[src/rtl/weight_buffer_ctrl_pkg.sv]
// Shared widths and state encoding for the weight buffer controller.
// ARRAYWIDTH/DATASIZE default here only if the surrounding build has not defined them.
`ifndef ARRAYWIDTH
`define ARRAYWIDTH 4
`endif
`ifndef DATASIZE
`define DATASIZE 8
`endif

package weight_buffer_ctrl_pkg;
  localparam int ARRAY_WIDTH = `ARRAYWIDTH;
  localparam int DATA_SIZE   = `DATASIZE;
  localparam int ROW_W       = ARRAY_WIDTH * DATA_SIZE;

  typedef logic [2:0] state_t;

  localparam state_t ST_IDLE  = 3'd0;
  localparam state_t ST_LOAD  = 3'd1;
  localparam state_t ST_FULL  = 3'd2;
  localparam state_t ST_DRAIN = 3'd3;
  localparam state_t ST_DONE  = 3'd4;
endpackage

[src/rtl/weight_buffer_ctrl_if.sv]
// Upstream weight-row handshake into the weight buffer controller.
// A row transfers on any posedge where in_valid && in_ready; in_ready never looks at in_valid,
// and the source must hold in_row steady while in_valid is high and in_ready is low.
interface weight_buffer_ctrl_if;
  import weight_buffer_ctrl_pkg::*;

  logic             in_valid;
  logic             in_ready;
  logic [ROW_W-1:0] in_row;

  modport master (output in_valid, output in_row, input in_ready);
  modport slave  (input in_valid, input in_row, output in_ready);
endinterface

[src/rtl/weight_buffer_ctrl.sv]
// Load/drain sequencer for the systolic-array weight shift registers: fills DEPTH rows,
// then on start streams them out for DEPTH cycles and pulses done.
module weight_buffer_ctrl
  import weight_buffer_ctrl_pkg::*;
#(
  parameter int DEPTH = ARRAY_WIDTH,
  parameter int CNT_W = $clog2(DEPTH + 1)
) (
  input  logic              clk,
  input  logic              rst,
  weight_buffer_ctrl_if.slave up,
  input  logic              start,
  input  logic              abort,
  output logic              wb_load_en,
  output logic              wb_out_en,
  output logic [ROW_W-1:0]  wb_in_weight,
  output logic              weight_valid,
  output logic              full,
  output logic              busy,
  output logic              done,
  output state_t            dbg_state,
  output logic [CNT_W-1:0]  dbg_cnt
);
  localparam logic [CNT_W-1:0] LAST = CNT_W'(DEPTH - 1);
  localparam logic [CNT_W-1:0] ONE  = CNT_W'(1);

  state_t           state_q, state_d;
  logic [CNT_W-1:0] cnt_q, cnt_d;
  logic             in_ready_c;
  logic             accept;

  always_ff @(posedge clk) begin
    if (rst) begin
      state_q <= ST_IDLE;
      cnt_q   <= '0;
    end else begin
      state_q <= state_d;
      cnt_q   <= cnt_d;
    end
  end

  assign accept = up.in_valid && in_ready_c;

  // abort outranks accept and start; it is a no-op in IDLE and DONE
  always_comb begin
    state_d = state_q;
    cnt_d   = cnt_q;
    case (state_q)
      ST_IDLE: begin
        if (accept) begin
          cnt_d   = ONE;
          state_d = (DEPTH == 1) ? ST_FULL : ST_LOAD;
        end
      end
      ST_LOAD: begin
        if (abort) begin
          state_d = ST_IDLE;
          cnt_d   = '0;
        end else if (accept) begin
          cnt_d = cnt_q + ONE;
          if (cnt_q == LAST) state_d = ST_FULL;
        end
      end
      ST_FULL: begin
        if (abort) begin
          state_d = ST_IDLE;
          cnt_d   = '0;
        end else if (start) begin
          state_d = ST_DRAIN;
          cnt_d   = '0;
        end
      end
      ST_DRAIN: begin
        if (abort) begin
          state_d = ST_IDLE;
          cnt_d   = '0;
        end else begin
          cnt_d = cnt_q + ONE;
          if (cnt_q == LAST) state_d = ST_DONE;
        end
      end
      ST_DONE: begin
        state_d = ST_IDLE;
        cnt_d   = '0;
      end
      default: begin
        state_d = ST_IDLE;
        cnt_d   = '0;
      end
    endcase
  end

  always_comb begin
    in_ready_c   = (state_q == ST_IDLE) || (state_q == ST_LOAD);
    wb_load_en   = accept;
    wb_out_en    = (state_q == ST_DRAIN);
    weight_valid = (state_q == ST_DRAIN);
    full         = (state_q == ST_FULL);
    busy         = (state_q != ST_IDLE);
    done         = (state_q == ST_DONE);
  end

  assign up.in_ready   = in_ready_c;
  assign wb_in_weight  = up.in_row;
  assign dbg_state     = state_q;
  assign dbg_cnt       = cnt_q;

  // the buffer cannot shift in and out on the same edge
  a_no_load_and_out: assert property (@(posedge clk) disable iff (rst) !(wb_load_en && wb_out_en));
endmodule

[src/flat_wrapper.sv]
// flat-port wrapper written by rule: the top's interface ports become plain ports
module weight_buffer_ctrl_flat import weight_buffer_ctrl_pkg::*;
#(
  parameter int DEPTH = ARRAY_WIDTH,
  parameter int CNT_W = $clog2(DEPTH + 1)
)
  (clk, rst, start, abort, wb_load_en, wb_out_en, wb_in_weight, weight_valid, full, busy, done, dbg_state, dbg_cnt, up_in_valid, up_in_row, up_in_ready);
  weight_buffer_ctrl_if up_i ();
  input  logic clk;
  input  logic rst;
  input  logic start;
  input  logic abort;
  output logic wb_load_en;
  output logic wb_out_en;
  output logic [ROW_W-1:0] wb_in_weight;
  output logic weight_valid;
  output logic full;
  output logic busy;
  output logic done;
  output state_t dbg_state;
  output logic [CNT_W-1:0] dbg_cnt;
  input wire logic [$bits(up_i.in_valid)-1:0] up_in_valid;
  input wire logic [$bits(up_i.in_row)-1:0] up_in_row;
  output wire logic [$bits(up_i.in_ready)-1:0] up_in_ready;
  assign up_i.in_valid = up_in_valid;
  assign up_i.in_row = up_in_row;
  assign up_in_ready = up_i.in_ready;
  weight_buffer_ctrl #(.DEPTH(DEPTH), .CNT_W(CNT_W)) u_core (.clk(clk), .rst(rst), .up(up_i), .start(start), .abort(abort), .wb_load_en(wb_load_en), .wb_out_en(wb_out_en), .wb_in_weight(wb_in_weight), .weight_valid(weight_valid), .full(full), .busy(busy), .done(done), .dbg_state(dbg_state), .dbg_cnt(dbg_cnt));
endmodule
[config.mk]
export PLATFORM = sky130hd
export DESIGN_NAME = weight_buffer_ctrl_flat
export DESIGN_NICKNAME = d
export VERILOG_FILES = /design/src/rtl/weight_buffer_ctrl_pkg.sv /design/src/rtl/weight_buffer_ctrl_if.sv /design/src/rtl/weight_buffer_ctrl.sv /design/src/flat_wrapper.sv
export SDC_FILE = /design/constraint.sdc
export NUM_CORES = 1
export LEC_CHECK = 0
export BUFFER_PORTS_ARGS = -buffer_cell sky130_fd_sc_hd__buf_2
export CORE_MARGIN = 2
export CORE_UTILIZATION = 32
export CTS_CLUSTER_DIAMETER = 200
export DETAILED_ROUTE_END_ITERATION = 12
export PLACE_DENSITY = 0.78
export SYNTH_ARGS = -nofsm -noshare
export SYNTH_HDL_FRONTEND = slang
export SYNTH_SLANG_ARGS = --single-unit
[constraint.sdc]
create_clock -name clk -period 2.13 [get_ports clk]
set_clock_uncertainty 0.05 [all_clocks]
set_input_delay 0.5325 -clock clk [delete_from_list [all_inputs] [get_ports clk]]
set_output_delay 0.5325 -clock clk [all_outputs]
set_load 0.005 [all_outputs]
* Yosys cells after proc, flatten, opt, wreduce, memory -nomap -nowiden
Cells that the tools add are included.
Cells by class: reduce and logical (&&, ||, !) cells 6, add/subtract/negate cells 1, equality and inequality tests 10, multiplexer cells 15
Operators with widths (number):
- 2-to-1 mux 3 bit | 13
- case mux 3 bit (4 select lines) | 2
- == test 3 x 2 -> 1 bit (second input constant) | 3
- != test 3 x 2 -> 1 bit (second input constant) | 2
- != test 3 bit (second input constant) | 2
- AND reduction 5 bit | 1
- adder 3 x 1 -> 3 bit (second input constant) | 1
- == test 3 x 1 -> 1 bit (second input constant) | 1
- == test 3 bit (second input constant) | 1
- logical NOT 3 bit | 1
- AND reduction 3 bit | 1
- nonzero test 3 bit | 1
- != test 2 bit (second input constant) | 1
- logical AND 1 bit | 1
- logical OR 1 bit | 1
Word-level totals: input port bits 37, output and inout bits 45, register bits after elaboration 6, logic and storage cells 34

* Logic depth before layout (Yosys ltp)
Gate-level depths: netlist (run 1).
depth after elaboration 6, mapped depth 5, depth with buffers taken out 5

* Worst setup path before layout (run 1)
No wires, ideal clock.
path type register to register, start point reg u_core.cnt_q[0], in the netlist u_core.dbg_cnt[0], end point reg u_core.cnt_q[2], in the netlist u_core.dbg_cnt[2], setup slack 0.629 ns, arrival 1.381 ns, period minus slack after synthesis 1.501 ns, cell stages (with the launch flop) 5, required time 2.010 ns, path buffers 0, library setup time 0.070 ns, cell sequence dfxtp_1 > ha_1 > ha_1 > or4_1 > a21oi_1
Between the ends: cells in the longest elaborated chain, start to end 4, elaborated cells on any way between the ends 5, those cells by class 1 x add/sub; 4 x mux
RTL lines:
- start: declaration | RTL line weight_buffer_ctrl.sv:28 | logic [CNT_W-1:0] cnt_q, cnt_d;
- start signal: assignment | RTL line weight_buffer_ctrl.sv:38 | cnt_q <= cnt_d;
- adder 3 x 1 -> 3 bit * | RTL line weight_buffer_ctrl.sv:60, weight_buffer_ctrl.sv:78
- 2-to-1 mux 3 bit | RTL line weight_buffer_ctrl.sv:59 | end else if (accept) begin
- 2-to-1 mux 3 bit | RTL line weight_buffer_ctrl.sv:56 | if (abort) begin
- case mux 3 bit (4 select lines) * | RTL line weight_buffer_ctrl.sv:48 | case (state_q)
Every way passes the cells marked *; elsewhere a longest branch is shown, timed or not. The select of a mux whose other input is x is not followed. A chain may end at the register's enable or synchronous reset.

* Final worst setup path (run 1)
start point reg u_core.state_q[0], in the netlist u_core.dbg_state[0], end point out wb_out_en
Between the ends: cells in the longest elaborated chain, start to end 1
RTL lines:
- start: declaration | RTL line weight_buffer_ctrl.sv:27 | state_t state_q, state_d;
- start signal: assignment | RTL line weight_buffer_ctrl.sv:37 | state_q <= state_d;
- == test 3 x 2 -> 1 bit | RTL line weight_buffer_ctrl.sv:96 | wb_out_en = (state_q == ST_DRAIN);
- end: declaration | RTL line flat_wrapper.sv:14 | output logic wb_out_en;
No other way between the ends.

==> results of run 1 <==
-- Yosys cell counts (2+ instances only) --
cell and n:
sky130_fd_sc_hd__dfxtp_1 6, sky130_fd_sc_hd__o21bai_1 2, sky130_fd_sc_hd__a21oi_1 3, sky130_fd_sc_hd__buf_2 2, sky130_fd_sc_hd__and2_1 2, sky130_fd_sc_hd__inv_1 2
sky130_fd_sc_hd__nor2_1 4, sky130_fd_sc_hd__nand2b_1 2, sky130_fd_sc_hd__nand2_1 4, sky130_fd_sc_hd__ha_1 2, sky130_fd_sc_hd__buf_4 34, sky130_fd_sc_hd__nor3b_1 3
-- layer usage --
layer	vias to the layer above	track usage [%]
met5	-	0
met4	0	5.24
met3	8	7.98
met2	30	15.5
met1	186	10.8
li1	215	-
-- cell type report --
class                      instances  area [um2]  share of cell area (%)
tap                               27        33.8                    6.34
inverter                           3        11.3                    2.11
sequential                         6         120                    22.5
timing repair buffer              17        85.1                    16.0
multi-input combinational         37         260                    48.8
clock buffer                       3        22.5                    4.23
-- path summary, 6_finish.rpt --
check | depth (start not counted) | end
max | 3 | wb_out_en
min | 2 | u_core.dbg_cnt[1]$_SDFFE_PP0P_
max reg2reg | 4 | u_core.dbg_cnt[2]$_SDFFE_PP0P_
min reg2reg | 2 | u_core.dbg_cnt[1]$_SDFFE_PP0P_
-- flip-flops by register name (all words and copies together), names as in the netlist --
register          cells
u_core.dbg_state      3
u_core.dbg_cnt        3
-- worst register-to-register path: stages, from the launching register on --
cell	delay (ns)
sky130_fd_sc_hd__dfxtp_1	0.34
sky130_fd_sc_hd__ha_1	0.22
sky130_fd_sc_hd__ha_1	0.28
sky130_fd_sc_hd__or4_1	0.50
sky130_fd_sc_hd__a21oi_1	0.16
-- power by group --
part	switching, mW	total [mW]	internal, mW	leakage, nW
sequential	0.0177	0.137	0.120	0.0491
combinational	0.0350	0.0709	0.0358	0.171
clock	0.0435	0.107	0.0639	0.0138
-- kinds of logic after synthesis --
kind of cell / after synthesis / share of synthesized area, %
flops: 6 / 18.3
buf+inv: 39 / 42.1
compound gates: 12 / 14.3
fa+ha+maj: 2 / 3.81
simple gates: 23 / 21.5
-- through the flow --
stage / utilization [%] / setup slack [ns] / total power [mW] / cell area (um2)
3_5_place_dp: 26.3 / 0.550 / 0.210 / 510
6_report: 27.4 / 0.272 / 0.316 / 533
2_1_floorplan: - / 0.629 / 0.233 / 657
5_1_grt: 27.4 / 0.146 / 0.336 / 533
4_1_cts: 27.4 / 0.273 / 0.318 / 533
3_3_place_gp: 26.3 / 0.549 / 0.207 / 510
==> impl_metrics.csv, run 1 <==
group,metric,value,unit
synth,netlist.top_cell.by_area,"sky130_fd_sc_hd__buf_4",
routing,antenna_violating_nets_post_route,0,
routing,met1Wirelength,461,um
routing,routed_wire_length_per_instance,12.6,um
setup_path,crit_path_max_incr_delay,0.64,ns
global_routing,initial_antenna_violation_count,0,
global_routing,grt_overflow,0,
setup_path,r2r_start,"u_core.dbg_cnt[0]$_SDFFE_PP0P_",
synth,yosys-top-cells-area,"sky130_fd_sc_hd__buf_4 39%, sky130_fd_sc_hd__dfxtp_1 18%, sky130_fd_sc_hd__ha_1 3.8%, sky130_fd_sc_hd__nor3b_1 3.4%, sky130_fd_sc_hd__a21oi_1 2.3%",
setup_path,end_kind,"output pin",
placed_design,numPlacedInstances,90,
finish,finalNonFillerCells,93,
clock_tree,post_cts_resize_count,0,
finish,antennaDiodeCount,0,
sta,relSlewSlack,65.0,%
routing,highest-signal-layer,"met4",
sta,report.final.slew_viol_count,0,
setup_path,worst-path-max-fanout,15,
setup_path,criticalPathCategory,"flop to output pin",
synth,async_flop_share,0,%
finish,layout-drive-gt1-share,39.4,%
placed_design,portBuffers,17,
sta,worst_tran_pin_value,0.524,ns
die,floorplan.initialDensity,33.8,%
synth,netlist.area_leader.share,38.9,%
setup_path,critical_path_buf_inv_count,2,
pwr,ir_drop,0.000247,V
synth,avgSynthCellArea,8.01,um2
finish,mostFrequentLayoutCells,"17 x sky130_fd_sc_hd__buf_2, 6 x sky130_fd_sc_hd__dfxtp_1, 4 x sky130_fd_sc_hd__nor2_1, 4 x sky130_fd_sc_hd__nand2_1",
setup_path,worstSetupStartpointType,"flop",
clock_tree,h-tree-depth,1,
pwr,power_per_cell_area,592,mW/mm2
setup_path,crit_required,1.55,ns
routing,routed_wire_length_on_met2,512,um
routing,drc,0,
routing,via_per_inst,4.72,
routing,drtIter0Drc,7,
finish,fillerInstances,222,
min_path,holdCritStartpoint,"u_core.dbg_cnt[1]$_SDFFE_PP0P_",
run,drv.max_cap_violation_count,0,
sta,finalHoldViolations,0,
synth,synthCells,82,
global_routing,grt_util_all_layers,10.5,%
finish,layout-area-overhead-vs-synth,-18.9,%
clock_tree,cts_hold_repair.buffers,0,
die,ioPinCount,82,
setup_path,setup.worst_path.start,"u_core.dbg_state[0]$_SDFFE_PP0P_",
pwr,power.leakage,0.234,nW
global_routing,grt_pass1_wl,1930,um
die,row_count,16,
placed_design,post-dp-hpwl,847,um
sta,timing.hold.ws,0.454,ns
routing,first_pass_iters,5,
clock_tree,clock_sink_count,6,
sta,rsz0062_at_grt,"false",
synth,synth_seq_cells,6,
setup_path,cp_slowest_cell,"sky130_fd_sc_hd__dfxtp_1",
clock_tree,clkLatencyLatePin,0.25,ns
global_routing,via_count_of_the_first_global_routing_pass,422,
sta,max_clock_freq,0.538,GHz
min_path,hp-class,"flop to flop",
global_routing,grt_start_max_net_pins,16,
die,dieArea,0.00243,mm2
clock_tree,cts-buffers-inserted,3,
synth,syn-num-nets,121,
setup_path,cell_breakdown_of_the_critical_path,"inv_2 -> nor2_1 -> buf_2",
sta,final.period_utilization,87.2,%
outcome,run_status,"completed",
routing,detailroute.via_count,439,
sta,timing.setup.tns,0,ns
die,die_h,49.3,um
routing,routed_wl,1170,um
finish,layout.cells.most_common,"sky130_fd_sc_hd__buf_2",
placed_design,globalplace.congestion,0.806,
routing,met3_routed_wirelength,172,um
clock_tree,clk_pin_slew,0.05,ns
clock_tree,tritoncts,"done",
die,fp.coreArea,0.00194,mm2
finish,nets,107,
synth,synthesis.area,657,um2
clock_tree,cts-root-buf,"sky130_fd_sc_hd__clkbuf_4",
setup_path,register_to_register_setup_slack,0.52,ns
synth,ys_warn_count,0,
setup_path,crit_family,"flip-flops",
setup_path,cp_data_arrival_time,1.28,ns
sta,setup_viol,0,
die,die_x,49.3,um
synth,number_of_enable_type_register_cells_in_the_synthesized_netlist,0,
clock_tree,cts_setup_buffers,0,
synth,ys_seq_area_share,18.3,%
clock_tree,cts_max_path_buffers,2,
synth,yosys_most_used_dff,"sky130_fd_sc_hd__dfxtp_1",
sta,minimum_period_implied_by_the_final_worst_setup_slack,1.86,ns
synth,ys_types,28,
Power figures use the tool's default switching activity.
==> run 2, diff against run 1 <==
--- a/config.mk
+++ b/config.mk
@@ -5,12 +5,14 @@
 export SDC_FILE = /design/constraint.sdc
 export NUM_CORES = 1
 export LEC_CHECK = 0
+export ABC_AREA = 1
 export BUFFER_PORTS_ARGS = -buffer_cell sky130_fd_sc_hd__buf_2
 export CORE_MARGIN = 2
 export CORE_UTILIZATION = 32
 export CTS_CLUSTER_DIAMETER = 200
 export DETAILED_ROUTE_END_ITERATION = 12
-export PLACE_DENSITY = 0.78
+export PLACE_DENSITY = 0.77
+export REMOVE_ABC_BUFFERS = 1
 export SYNTH_ARGS = -nofsm -noshare
 export SYNTH_HDL_FRONTEND = slang
 export SYNTH_SLANG_ARGS = --single-unit
==> run 2 against run 1 <==
Against the previous run:
- combinational power grew to 4.9 times the previous value
- largest cell class unchanged
- count of clock-buffer cells in the layout did not move
- wire length grew 86%
- register-to-register slack improved by 0.30 ns
- power grew 100%
- via count grew 26%
==> impl_metrics.csv, run 2 <==
group,metric,value,unit
outcome,run_status,"completed",
sta,final.period_utilization,83.1,%
run,drv.max_cap_violation_count,0,
routing,routed_wl,2180,um
setup_path,worstSetupStartpointType,"flop",
routing,detailroute.via_count,554,
clock_tree,cts_max_path_buffers,2,
finish,layout-drive-gt1-share,36.5,%
synth,netlist.top_cell.by_area,"sky130_fd_sc_hd__buf_4",
sta,fin_ws,0.361,ns
global_routing,grt_pass1_wl,2960,um
placed_design,portBuffers,17,
setup_path,criticalPathCategory,"flop to output pin",
synth,number_of_enable_type_register_cells_in_the_synthesized_netlist,0,
sta,max_clock_freq,0.565,GHz
min_path,hp-class,"flop to flop",
die,ioPinCount,82,
synth,yosys-top-cells-area,"sky130_fd_sc_hd__buf_4 37%, sky130_fd_sc_hd__dfxtp_1 18%, sky130_fd_sc_hd__nand2_1 9.5%, sky130_fd_sc_hd__nor2_1 7.3%, sky130_fd_sc_hd__nand3_2 4.5%",
sta,minimum_period_implied_by_the_final_worst_setup_slack,1.77,ns
routing,drc,0,
die,dieArea,0.00248,mm2
clock_tree,clkLatencyLatePin,0.25,ns
die,fp.coreArea,0.00196,mm2
setup_path,cp_data_arrival_time,1.19,ns
sta,worst_tran_pin_value,0.236,ns
placed_design,post-dp-hpwl,1910,um
synth,synthCells,98,
routing,first_pass_iters,4,
global_routing,grt_overflow,0,
clock_tree,cts_setup_buffers,0,
finish,sequential_cell_area,120,um2
pwr,ir_drop,0.000417,V
clock_tree,cts_hold_repair.buffers,0,
global_routing,grt_util_all_layers,17.8,%
sta,finalHoldViolations,0,
synth,yosys_most_used_dff,"sky130_fd_sc_hd__dfxtp_1",
synth,ys_warn_count,0,
sta,timing.setup.tns,0,ns
clock_tree,tritoncts,"done",
die,die_h,49.8,um
synth,ys_types,17,
setup_path,crit_required,1.55,ns
clock_tree,cts-buffers-inserted,3,
die,die_x,49.8,um
placed_design,globalplace.congestion,0.818,
clock_tree,h-tree-depth,1,
synth,netlist.area_leader.share,36.9,%
synth,async_flop_share,0,%
synth,synth_seq_cells,6,
clock_tree,cts-root-buf,"sky130_fd_sc_hd__clkbuf_4",
global_routing,grt_start_max_net_pins,8,
clock_tree,clk_pin_slew,0.05,ns
finish,layout-area-overhead-vs-synth,-15.9,%
routing,routed_wire_length_per_instance,19.5,um
sta,rsz0062_at_grt,"false",
routing,antenna_violating_nets_post_route,0,
synth,synthesis.area,671,um2
placed_design,place_worst_setup_slack,0.634,ns
finish,multiInputGateArea,262,um2
finish,antennaDiodeCount,0,
synth,ys_seq_area_share,17.9,%
routing,drtIter0Drc,7,
setup_path,r2r_cells,8,
clock_tree,clock_sink_count,6,
routing,via_per_inst,4.95,
finish,mostFrequentLayoutCells,"17 x sky130_fd_sc_hd__nand2_1, 17 x sky130_fd_sc_hd__buf_2, 13 x sky130_fd_sc_hd__nor2_1, 8 x sky130_fd_sc_hd__inv_1, 6 x sky130_fd_sc_hd__dfxtp_1",
sta,report.final.slew_viol_count,0,
synth,post-synth-top-count-cell,"sky130_fd_sc_hd__buf_4",
setup_path,worst-path-max-fanout,6,
die,row_count,16,
synth,yosys-top-cells-count,"33 x sky130_fd_sc_hd__buf_4, 17 x sky130_fd_sc_hd__nand2_1, 13 x sky130_fd_sc_hd__nor2_1",
finish,fillerInstances,229,
finish,nets,126,
die,floorplan.initialDensity,34.2,%
setup_path,end_kind,"output pin",
sta,relSlewSlack,84.1,%
synth,avgSynthCellArea,6.84,um2
min_path,min_delay_path_depth,2,
clock_tree,post_cts_resize_count,0,
pwr,power_per_cell_area,1120,mW/mm2
global_routing,initial_antenna_violation_count,0,
sta,setup_viol,0,
pwr,power.leakage,0.296,nW
global_routing,via_count_of_the_first_global_routing_pass,491,
==> run 2: cell types whose count changed after synthesis, sizes merged, moves of 4 or more <==
cell,before,now
inv,3,11
nand2,4,17
nand3,0,4
nand4,0,4
nor2,5,15
==> run 2: final cells by class <==
cell class                 instances  area share [%]
sequential                         6            21.3
tap                               27            5.99
clock buffer                       3            3.99
multi-input combinational         48            46.3
inverter                          11            7.32
timing repair buffer              17            15.1
==> run 2: final timing paths <==
path                                    startpoint                               end  slack, ns
setup / recovery  u_core.dbg_state[0]$_SDFFE_PP0P_                         wb_out_en       0.36
hold / removal      u_core.dbg_cnt[1]$_SDFFE_PP0P_    u_core.dbg_cnt[1]$_SDFFE_PP0P_       0.44
setup reg to reg    u_core.dbg_cnt[0]$_SDFFE_PP0P_  u_core.dbg_state[0]$_SDFFE_PP0P_       0.82
hold reg to reg     u_core.dbg_cnt[1]$_SDFFE_PP0P_    u_core.dbg_cnt[1]$_SDFFE_PP0P_       0.44
==> run 2: kinds of logic after synthesis <==
group | after synthesis | share of synthesized area [%]
buf+inv | 44 | 43.1
flops | 6 | 17.9
compound gates | 3 | 2.80
simple gates | 43 | 32.5
fa+ha+maj | 2 | 3.73
==> run 2: per-stage QoR <==
step	total power, mW	cells	hold slack (ns)	util [%]	instance area, um2
after global placement	0.519	109	0.425	27.6	542
final	0.630	112	0.436	28.8	564
after global routing	0.691	112	0.452	28.8	564
after floorplan	0.409	65	0.417	-	423
after detailed placement	0.526	109	0.436	27.6	542
after CTS	0.634	112	0.442	28.8	564
==> run 2: critical path, cell delays in order (launching register included) <==
cell and delay [ns]:
sky130_fd_sc_hd__dfxtp_1 0.42, sky130_fd_sc_hd__inv_2 0.08, sky130_fd_sc_hd__nor2_4 0.13, sky130_fd_sc_hd__inv_2 0.06, sky130_fd_sc_hd__nor2_2 0.12, sky130_fd_sc_hd__buf_2 0.13
==> run 2: per-layer routing <==
layer | up-vias | global-route usage [%] | routed length [um]
li1 | 248 | - | -
met5 | - | 0 | 0
met2 | 52 | 20.2 | 790
met3 | 4 | 25.8 | 673
met1 | 250 | 16.2 | 695
met4 | 0 | 8.33 | 21
==> run 2: report_power, final <==
part	internal [mW]	switching [mW]
clock network	0.0637	0.0409
logic	0.134	0.211
registers	0.142	0.0385
